--- src/rtl/hawk_axi_rd_arb_if.sv ---
// Bus bundle for hawk_axi_rd_arb: the requester-side AR/R fan-in/fan-out and the
// shared AXI4 read master port (AR + R channels).
//   master : the arbiter's view (drives m_* AR outputs and req_* R outputs)
//   slave  : the environment's view (requesters plus AXI fabric)
interface hawk_axi_rd_arb_if #(
  parameter int NUM_REQ = 2,
  parameter int ADDR_W  = 64,
  parameter int DATA_W  = 512
);
  // requester side
  logic [NUM_REQ-1:0]        req_arvalid_i;
  logic [NUM_REQ*ADDR_W-1:0] req_addr_i;
  logic [NUM_REQ*8-1:0]      req_arlen_i;
  logic [NUM_REQ-1:0]        req_arready_o;
  logic [NUM_REQ-1:0]        req_rvalid_o;
  logic [NUM_REQ-1:0]        req_rready_i;
  logic [DATA_W-1:0]         req_rdata_o;
  logic [1:0]                req_rresp_o;
  logic                      req_rlast_o;
  // AXI read master side
  logic                      m_arvalid_o;
  logic [ADDR_W-1:0]         m_araddr_o;
  logic [7:0]                m_arlen_o;
  logic                      m_arready_i;
  logic                      m_rvalid_i;
  logic [DATA_W-1:0]         m_rdata_i;
  logic [1:0]                m_rresp_i;
  logic                      m_rlast_i;
  logic                      m_rready_o;

  modport master (
    input  req_arvalid_i, req_addr_i, req_arlen_i, req_rready_i,
    input  m_arready_i, m_rvalid_i, m_rdata_i, m_rresp_i, m_rlast_i,
    output req_arready_o, req_rvalid_o, req_rdata_o, req_rresp_o, req_rlast_o,
    output m_arvalid_o, m_araddr_o, m_arlen_o, m_rready_o
  );

  modport slave (
    output req_arvalid_i, req_addr_i, req_arlen_i, req_rready_i,
    output m_arready_i, m_rvalid_i, m_rdata_i, m_rresp_i, m_rlast_i,
    input  req_arready_o, req_rvalid_o, req_rdata_o, req_rresp_o, req_rlast_o,
    input  m_arvalid_o, m_araddr_o, m_arlen_o, m_rready_o
  );
endinterface

--- src/rtl/hawk_axi_rd_arb.sv ---
// hawk_axi_rd_arb: round-robin arbiter sharing one AXI4 read master port among
// NUM_REQ hawk requesters, one outstanding transaction at a time.
// Sequence per transaction: IDLE (grant + capture) -> ADDR (AR beat) -> DATA
// (R beats steered to the grantee until rlast) -> IDLE.
// Optional watchdog: define HAWK_RD_ARB_WDOG_EN to enable the TIMEOUT counter;
// without it timeout_err_o is tied to 0.
module hawk_axi_rd_arb #(
  parameter int NUM_REQ = 2,
  parameter int ADDR_W  = 64,
  parameter int DATA_W  = 512,
  parameter int TIMEOUT = 1024
) (
  input  logic                       clk_i,
  input  logic                       rst_ni,
  hawk_axi_rd_arb_if.master          bus,
  output logic [$clog2(NUM_REQ)-1:0] grant_id_o,
  output logic                       busy_o,
  output logic                       len_err_o,
  output logic                       timeout_err_o
);

  localparam int IDX_W = $clog2(NUM_REQ);

  typedef enum logic [1:0] {
    IDLE = 2'd0,
    ADDR = 2'd1,
    DATA = 2'd2
  } state_e;

  state_e             state_q, state_d;
  logic [IDX_W-1:0]   grant_q, grant_d;
  logic [IDX_W-1:0]   last_grant_q, last_grant_d;
  logic [ADDR_W-1:0]  addr_q, addr_d;
  logic [7:0]         len_q, len_d;
  logic [7:0]         beat_cnt_q, beat_cnt_d;
  logic               len_err_q, len_err_d;

  logic               found;
  logic [IDX_W-1:0]   pick_idx;
  logic [NUM_REQ-1:0] arready;
  logic [NUM_REQ-1:0] rvalid;
  logic               m_rready;
  logic               m_arvalid;
  logic [DATA_W-1:0]  rdata;
  logic [1:0]         rresp;
  logic               rlast;

  // Round-robin pick: first requesting index after the last grantee, wrapping to 0.
  always_comb begin
    int cand;
    found    = 1'b0;
    pick_idx = '0;
    cand     = 0;
    for (int k = 0; k < NUM_REQ; k++) begin
      cand = int'(last_grant_q) + 1 + k;
      if (cand >= NUM_REQ) cand = cand - NUM_REQ;
      if (!found && bus.req_arvalid_i[cand]) begin
        found    = 1'b1;
        pick_idx = IDX_W'(cand);
      end
    end
  end

  // Next-state and output decode for the IDLE/ADDR/DATA sequencer.
  always_comb begin
    state_d      = state_q;
    grant_d      = grant_q;
    last_grant_d = last_grant_q;
    addr_d       = addr_q;
    len_d        = len_q;
    beat_cnt_d   = beat_cnt_q;
    len_err_d    = len_err_q;
    arready      = '0;
    rvalid       = '0;
    m_rready     = 1'b0;
    m_arvalid    = 1'b0;
    rdata        = '0;
    rresp        = 2'b00;
    rlast        = 1'b0;

    case (state_q)
      IDLE: begin
        if (found) begin
          // Accept pulse is masked while reset is held so no request is lost.
          arready[pick_idx] = rst_ni;
          grant_d           = pick_idx;
          addr_d            = bus.req_addr_i[pick_idx*ADDR_W +: ADDR_W];
          len_d             = bus.req_arlen_i[pick_idx*8 +: 8];
          state_d           = ADDR;
        end
      end
      ADDR: begin
        m_arvalid = 1'b1;
        if (bus.m_arready_i) begin
          beat_cnt_d = '0;
          state_d    = DATA;
        end
      end
      DATA: begin
        m_rready        = bus.req_rready_i[grant_q];
        rvalid[grant_q] = bus.m_rvalid_i;
        rdata           = bus.m_rdata_i;
        rresp           = bus.m_rresp_i;
        rlast           = bus.m_rlast_i;
        if (bus.m_rvalid_i && m_rready) begin
          if (bus.m_rlast_i) begin
            // rlast always ends the burst, even when the count disagrees.
            if (beat_cnt_q != len_q) len_err_d = 1'b1;
            beat_cnt_d   = '0;
            last_grant_d = grant_q;
            state_d      = IDLE;
          end else begin
            // Final expected beat arrived without rlast: burst overruns arlen.
            if (beat_cnt_q == len_q) len_err_d = 1'b1;
            if (beat_cnt_q != 8'hFF) beat_cnt_d = beat_cnt_q + 8'd1;
          end
        end
      end
      default: state_d = IDLE;
    endcase
  end

  // Sequencer state, captured request and sticky length error.
  always_ff @(posedge clk_i or negedge rst_ni) begin
    if (!rst_ni) begin
      state_q      <= IDLE;
      grant_q      <= '0;
      last_grant_q <= IDX_W'(NUM_REQ - 1);
      addr_q       <= '0;
      len_q        <= '0;
      beat_cnt_q   <= '0;
      len_err_q    <= 1'b0;
    end else begin
      state_q      <= state_d;
      grant_q      <= grant_d;
      last_grant_q <= last_grant_d;
      addr_q       <= addr_d;
      len_q        <= len_d;
      beat_cnt_q   <= beat_cnt_d;
      len_err_q    <= len_err_d;
    end
  end

`ifdef HAWK_RD_ARB_WDOG_EN
  localparam int WDOG_W = $clog2(TIMEOUT + 1);

  logic [WDOG_W-1:0] wdog_cnt_q, wdog_cnt_d;
  logic              timeout_err_q, timeout_err_d;

  // Watchdog: counts stalled cycles in ADDR/DATA, cleared by any handshake or IDLE.
  always_comb begin
    wdog_cnt_d    = wdog_cnt_q;
    timeout_err_d = timeout_err_q;
    if (state_q == IDLE) begin
      wdog_cnt_d = '0;
    end else if ((m_arvalid && bus.m_arready_i) || (bus.m_rvalid_i && m_rready)) begin
      wdog_cnt_d = '0;
    end else if (wdog_cnt_q != WDOG_W'(TIMEOUT)) begin
      wdog_cnt_d = wdog_cnt_q + WDOG_W'(1);
    end
    if (wdog_cnt_d == WDOG_W'(TIMEOUT)) timeout_err_d = 1'b1;
  end

  // Watchdog counter and sticky timeout flag; the FSM is never forced out.
  always_ff @(posedge clk_i or negedge rst_ni) begin
    if (!rst_ni) begin
      wdog_cnt_q    <= '0;
      timeout_err_q <= 1'b0;
    end else begin
      wdog_cnt_q    <= wdog_cnt_d;
      timeout_err_q <= timeout_err_d;
    end
  end

  assign timeout_err_o = timeout_err_q;
`else
  assign timeout_err_o = 1'b0;
`endif

  assign bus.req_arready_o = arready;
  assign bus.req_rvalid_o  = rvalid;
  assign bus.req_rdata_o   = rdata;
  assign bus.req_rresp_o   = rresp;
  assign bus.req_rlast_o   = rlast;
  assign bus.m_arvalid_o   = m_arvalid;
  assign bus.m_araddr_o    = addr_q;
  assign bus.m_arlen_o     = len_q;
  assign bus.m_rready_o    = m_rready;
  assign grant_id_o        = grant_q;
  assign busy_o            = (state_q != IDLE);
  assign len_err_o         = len_err_q;

endmodule

--- src/flat_wrapper.sv ---
// flat-port wrapper written by rule: the top's interface ports become plain ports
module hawk_axi_rd_arb_flat 
#(
  parameter int NUM_REQ = 2,
  parameter int ADDR_W  = 64,
  parameter int DATA_W  = 512,
  parameter int TIMEOUT = 1024
)
  (clk_i, rst_ni, grant_id_o, busy_o, len_err_o, timeout_err_o, bus_req_arvalid_i, bus_req_addr_i, bus_req_arlen_i, bus_req_rready_i, bus_m_arready_i, bus_m_rvalid_i, bus_m_rdata_i, bus_m_rresp_i, bus_m_rlast_i, bus_req_arready_o, bus_req_rvalid_o, bus_req_rdata_o, bus_req_rresp_o, bus_req_rlast_o, bus_m_arvalid_o, bus_m_araddr_o, bus_m_arlen_o, bus_m_rready_o);
  hawk_axi_rd_arb_if #(.NUM_REQ(NUM_REQ), .ADDR_W(ADDR_W), .DATA_W(DATA_W)) bus_i ();
  input  logic clk_i;
  input  logic rst_ni;
  output logic [$clog2(NUM_REQ)-1:0] grant_id_o;
  output logic busy_o;
  output logic len_err_o;
  output logic timeout_err_o;
  input wire logic [$bits(bus_i.req_arvalid_i)-1:0] bus_req_arvalid_i;
  input wire logic [$bits(bus_i.req_addr_i)-1:0] bus_req_addr_i;
  input wire logic [$bits(bus_i.req_arlen_i)-1:0] bus_req_arlen_i;
  input wire logic [$bits(bus_i.req_rready_i)-1:0] bus_req_rready_i;
  input wire logic [$bits(bus_i.m_arready_i)-1:0] bus_m_arready_i;
  input wire logic [$bits(bus_i.m_rvalid_i)-1:0] bus_m_rvalid_i;
  input wire logic [$bits(bus_i.m_rdata_i)-1:0] bus_m_rdata_i;
  input wire logic [$bits(bus_i.m_rresp_i)-1:0] bus_m_rresp_i;
  input wire logic [$bits(bus_i.m_rlast_i)-1:0] bus_m_rlast_i;
  output wire logic [$bits(bus_i.req_arready_o)-1:0] bus_req_arready_o;
  output wire logic [$bits(bus_i.req_rvalid_o)-1:0] bus_req_rvalid_o;
  output wire logic [$bits(bus_i.req_rdata_o)-1:0] bus_req_rdata_o;
  output wire logic [$bits(bus_i.req_rresp_o)-1:0] bus_req_rresp_o;
  output wire logic [$bits(bus_i.req_rlast_o)-1:0] bus_req_rlast_o;
  output wire logic [$bits(bus_i.m_arvalid_o)-1:0] bus_m_arvalid_o;
  output wire logic [$bits(bus_i.m_araddr_o)-1:0] bus_m_araddr_o;
  output wire logic [$bits(bus_i.m_arlen_o)-1:0] bus_m_arlen_o;
  output wire logic [$bits(bus_i.m_rready_o)-1:0] bus_m_rready_o;
  assign bus_i.req_arvalid_i = bus_req_arvalid_i;
  assign bus_i.req_addr_i = bus_req_addr_i;
  assign bus_i.req_arlen_i = bus_req_arlen_i;
  assign bus_i.req_rready_i = bus_req_rready_i;
  assign bus_i.m_arready_i = bus_m_arready_i;
  assign bus_i.m_rvalid_i = bus_m_rvalid_i;
  assign bus_i.m_rdata_i = bus_m_rdata_i;
  assign bus_i.m_rresp_i = bus_m_rresp_i;
  assign bus_i.m_rlast_i = bus_m_rlast_i;
  assign bus_req_arready_o = bus_i.req_arready_o;
  assign bus_req_rvalid_o = bus_i.req_rvalid_o;
  assign bus_req_rdata_o = bus_i.req_rdata_o;
  assign bus_req_rresp_o = bus_i.req_rresp_o;
  assign bus_req_rlast_o = bus_i.req_rlast_o;
  assign bus_m_arvalid_o = bus_i.m_arvalid_o;
  assign bus_m_araddr_o = bus_i.m_araddr_o;
  assign bus_m_arlen_o = bus_i.m_arlen_o;
  assign bus_m_rready_o = bus_i.m_rready_o;
  hawk_axi_rd_arb #(.NUM_REQ(NUM_REQ), .ADDR_W(ADDR_W), .DATA_W(DATA_W), .TIMEOUT(TIMEOUT)) u_core (.clk_i(clk_i), .rst_ni(rst_ni), .bus(bus_i), .grant_id_o(grant_id_o), .busy_o(busy_o), .len_err_o(len_err_o), .timeout_err_o(timeout_err_o));
endmodule
--- config.mk ---
export PLATFORM = sky130hd
export DESIGN_NAME = hawk_axi_rd_arb_flat
export DESIGN_NICKNAME = d
export VERILOG_FILES = /design/src/rtl/hawk_axi_rd_arb_if.sv /design/src/rtl/hawk_axi_rd_arb.sv /design/src/flat_wrapper.sv
export SDC_FILE = /design/constraint.sdc
export NUM_CORES = 1
export LEC_CHECK = 0
export ABC_AREA = 1
export CORE_AREA = 2 2 488 490
export CTS_BUF_LIST = sky130_fd_sc_hd__clkbuf_16
export CTS_CLUSTER_DIAMETER = 150
export DETAILED_ROUTE_END_ITERATION = 16
export DIE_AREA = 0 0 490 492
export GPL_TIMING_DRIVEN = 0
export PLACE_DENSITY = 0.3
export SLEW_MARGIN = 20
export SYNTH_ARGS = -nofsm -noshare
export SYNTH_HDL_FRONTEND = slang
export SYNTH_SLANG_ARGS = --single-unit
--- constraint.sdc ---
create_clock -name clk_i -period 1.7 [get_ports clk_i]
set_clock_uncertainty 0.15 [all_clocks]
set_input_delay 0.34 -clock clk_i [delete_from_list [all_inputs] [get_ports clk_i]]
set_output_delay 0.34 -clock clk_i [all_outputs]
set_load 0.005 [all_outputs]
==> qor.json <==
{
  "synth": {
    "post_synth_and_or_nand_nor_area_fraction": 0.3836,
    "synth_compound_area_frac": 0.06503,
    "synth-main-ff-cell": "sky130_fd_sc_hd__dfrtp_1",
    "synth-edff-count": 0,
    "dominant_combinational_cell_family_by_area_after_synthesis": "simple AND/OR/NAND/NOR gates",
    "synthCells": 1639,
    "syn-mean-instance-area_um2": 5.177,
    "yosys-mux-area-fraction": 0,
    "ys_types": 29,
    "ys_async_sr_fraction": 1.000,
    "yosys_warnings": 0,
    "netlist_area_um2": 8484,
    "syn_nets": 2307,
    "adder_cell_area_share_of_the_yosys_netlist": 0.001475,
    "synth_seq_area_share": 0.2508,
    "synth_seq_cells": 85,
    "yosys.area_share.xor_xnor": 0.004129
  },
  "sta": {
    "setup_viol_count_final": 679,
    "layout_min_cycle_time_ns": 2.712,
    "fin_worst_hold_slack_ns": 0.2023,
    "timing.final.ws_setup_ns": -1.012,
    "rsz_0062_raised_after_global_routing": "yes",
    "finalMaxSlewViolations": 0,
    "maxClockFrequency_mhz": 368.7,
    "final-hold-violation-count": 0,
    "worst_slew_margin_rel": 0.3208,
    "layout_worst_path_cycle_share": 1.595,
    "worst_pin_slew_ns": 1.019
  },
  "hold_path": {
    "hold_path_class": "primary input to asynchronous set/reset pin"
  },
  "drt": {
    "drc": 0,
    "detail_route.wirelength_mm": 193.6,
    "routed-via-count": 16130,
    "drt_iter0_markers": 911,
    "first_pass_iters": 4,
    "wl_per_cell_um": 31.37,
    "viasPerCell": 2.614,
    "post_route_ant_nets": 0
  },
  "critical_path": {
    "cp.required_ns": 1.21,
    "cp-start-kind": "register",
    "crit_path_end_kind": "output pin",
    "data_arrival_critical_path_ns": 2.22,
    "crit_fanout": 10,
    "crit_type": "register to output pin"
  },
  "clock_tree": {
    "cts_made_buffers": 9,
    "clkSlewWorstSetupHoldPaths_ns": 0.09,
    "htree_num_levels": 3,
    "tritoncts": "yes",
    "tritoncts_num_sinks": 85,
    "clock-root-buffer": "sky130_fd_sc_hd__clkbuf_16",
    "worst_skew_pair.late_latency_ns": 0.43,
    "clk_path_buf_depth": 2
  },
  "floorplanning": {
    "num_rows": 179,
    "io-pin-count": 1264,
    "die-height_um": 492,
    "die_area_um2": 241100,
    "floorplan.core_area_um2": 236300,
    "die_w_um": 490,
    "initial_utilization": 0.03591
  },
  "place": {
    "hpwl_mm": 177.6,
    "placed_cells": 6069,
    "gp_congestion": 0.9842,
    "port_buffers": 1262,
    "pre_cts_slack_ns": -2.044,
    "post_dp_cell_area_um2": 25110
  },
  "power": {
    "pwr_density_cell_nw_per_um2": 1097,
    "total_power_mw": 32.09,
    "total_leakage_power_nw": 14.95,
    "ir_drop_uv": 476.5
  },
  "grt": {
    "grt_first_pass_wirelength_mm": 231.6,
    "number_of_global_route_vias_before_repair": 16900,
    "globalRouteOverflowTotal": 0,
    "groute.usage.overall": 0.1548,
    "grt_antenna_before_repair": 91,
    "maximum_number_of_pins_on_one_net_before_global_route_repair": 55
  },
  "finish": {
    "non_filler_cells_final": 6171,
    "area_growth_pct": 244.8,
    "stdcell_area_um2": 29250,
    "final_layout_size_suffix_gt1_frac": 0.2796,
    "final_cell_mix": "sky130_fd_sc_hd__clkdlybuf4s50_1, sky130_fd_sc_hd__inv_1, sky130_fd_sc_hd__nor2_1, sky130_fd_sc_hd__nor2_4, sky130_fd_sc_hd__buf_6",
    "final_nets": 3649,
    "layout.filler_cells": 27480,
    "layout.cells.most_common": "sky130_fd_sc_hd__clkdlybuf4s50_1"
  },
  "run": {
    "drv_cap": 0
  },
  "run_status": {
    "outcome": "complete, but fails checks",
    "violations": "negative setup slack"
  }
}
-- where the power goes --
group	leakage (nW)	total [mW]	internal (mW)	switching, mW
sequential	0.973	3.75	2.97	0.772
combinational	13.8	25.9	11.6	14.4
clock	0.155	2.40	1.17	1.23
total	15.0	32.1	15.7	16.4
-- final timing paths --
kind | from | end | slack [ns] | cells past startpoint
worst max-delay path | u_core.state_q[0] | bus_req_rdata_o[214] | -1.01 | 7
worst min register to register | u_core.len_err_o | u_core.len_err_o | 0.37 | 2
min in group clk_i | bus_req_addr_i[19] | u_core.bus.m_araddr_o[19] | 0.33 | 3
max in group asynchronous | rst_ni | u_core.bus.m_araddr_o[1] | 0.89 | 3
worst max register to register | u_core.last_grant_q | u_core.bus.m_araddr_o[1] | -0.66 | 5
worst min-delay path | rst_ni | u_core.bus.m_araddr_o[19] | 0.20 | 3
-- layout make-up --
class / instances / area (um2) / area share
repair buffers: 1335 / 13760 / 0.4702
multi-input cells: 921 / 5879 / 0.2010
well taps: 3167 / 3963 / 0.1355
flip-flops and latches: 85 / 2130 / 0.07279
inverters: 535 / 2011 / 0.06873
plain buffers: 94 / 1166 / 0.03986
clock buffers: 9 / 225.2 / 0.007699
clock inverters: 7 / 80.08 / 0.002737
diodes: 18 / 45.04 / 0.001540
-- sequential cells by signal, indices dropped and copies added, names as in the netlist --
name / count
u_core.beat_cnt_q: 8
u_core.state_q: 2
u_core.len_err_o: 1
u_core.grant_id_o: 1
u_core.bus.m_araddr_o: 64
u_core.bus.m_arlen_o: 8
u_core.last_grant_q: 1
-- timing repair --
action / in CTS / in global routing
hold buffers: 2 / 0
endpoints found under the hold margin: 32 / 0
pin swaps: 52 / 38
buffers inserted: 31 / 29
cloned: 9 / 2
endpoints found under the setup margin: 681 / 680
gates resized for setup: 1705 / 1021
-- metal layers --
metal  share of wire  up-vias  track usage
met1            0.37     7653       0.1647
met3            0.10      182      0.06877
met4           0.025       32      0.03229
met5          0.0012        -            0
li1                -     7274            -
met2            0.51      989       0.2796
-- per-stage QoR --
step	utilization	TNS (ns)
floorplan	-	0
global placement	0.1061	-1305.72
detailed placement	0.1063	-890.58
CTS	0.1186	-606.06
global route	0.1237	-476.77
finish	0.1238	-420.33
-- cells by family after synthesis --
family                   Yosys count
other                              1
buffers and inverters            633
adder cells (fa/ha/maj)            1
AND/OR/NAND/NOR                  827
XOR/XNOR                           4
AO/OA/AOI/OAI                     88
flip-flops                        85
-- synthesized netlist by cell type, types with 2 or more instances --
library cell | number | area (um2)
sky130_fd_sc_hd__nand2_1 | 131 | 491.7
sky130_fd_sc_hd__nor2_1 | 604 | 2267
sky130_fd_sc_hd__clkbuf_1 | 17 | 63.81
sky130_fd_sc_hd__buf_2 | 71 | 355.3
sky130_fd_sc_hd__o21ai_0 | 4 | 20.02
sky130_fd_sc_hd__a21oi_1 | 3 | 15.01
sky130_fd_sc_hd__buf_1 | 2 | 7.510
sky130_fd_sc_hd__o21ai_1 | 3 | 15.01
sky130_fd_sc_hd__buf_4 | 7 | 52.55
sky130_fd_sc_hd__nor2_4 | 3 | 33.78
sky130_fd_sc_hd__o21ai_2 | 5 | 43.79
sky130_fd_sc_hd__nand3_1 | 80 | 400.4
sky130_fd_sc_hd__dfrtp_1 | 84 | 2102
sky130_fd_sc_hd__xnor2_1 | 4 | 35.03
sky130_fd_sc_hd__a31oi_1 | 72 | 450.4
sky130_fd_sc_hd__nand4_1 | 3 | 18.77
sky130_fd_sc_hd__inv_1 | 534 | 2004
-- worst max-delay path, stage by stage, from the launching register on --
cell and delay [ns]:
sky130_fd_sc_hd__dfrtp_1 0.41, sky130_fd_sc_hd__inv_2 0.10, sky130_fd_sc_hd__nand2_8 0.10, sky130_fd_sc_hd__buf_16 0.18, sky130_fd_sc_hd__clkbuf_16 0.21, sky130_fd_sc_hd__buf_8 0.16
sky130_fd_sc_hd__nor2_1 0.08, sky130_fd_sc_hd__clkdlybuf4s50_1 0.50
Note: power is estimated with default switching activity, not from simulation.
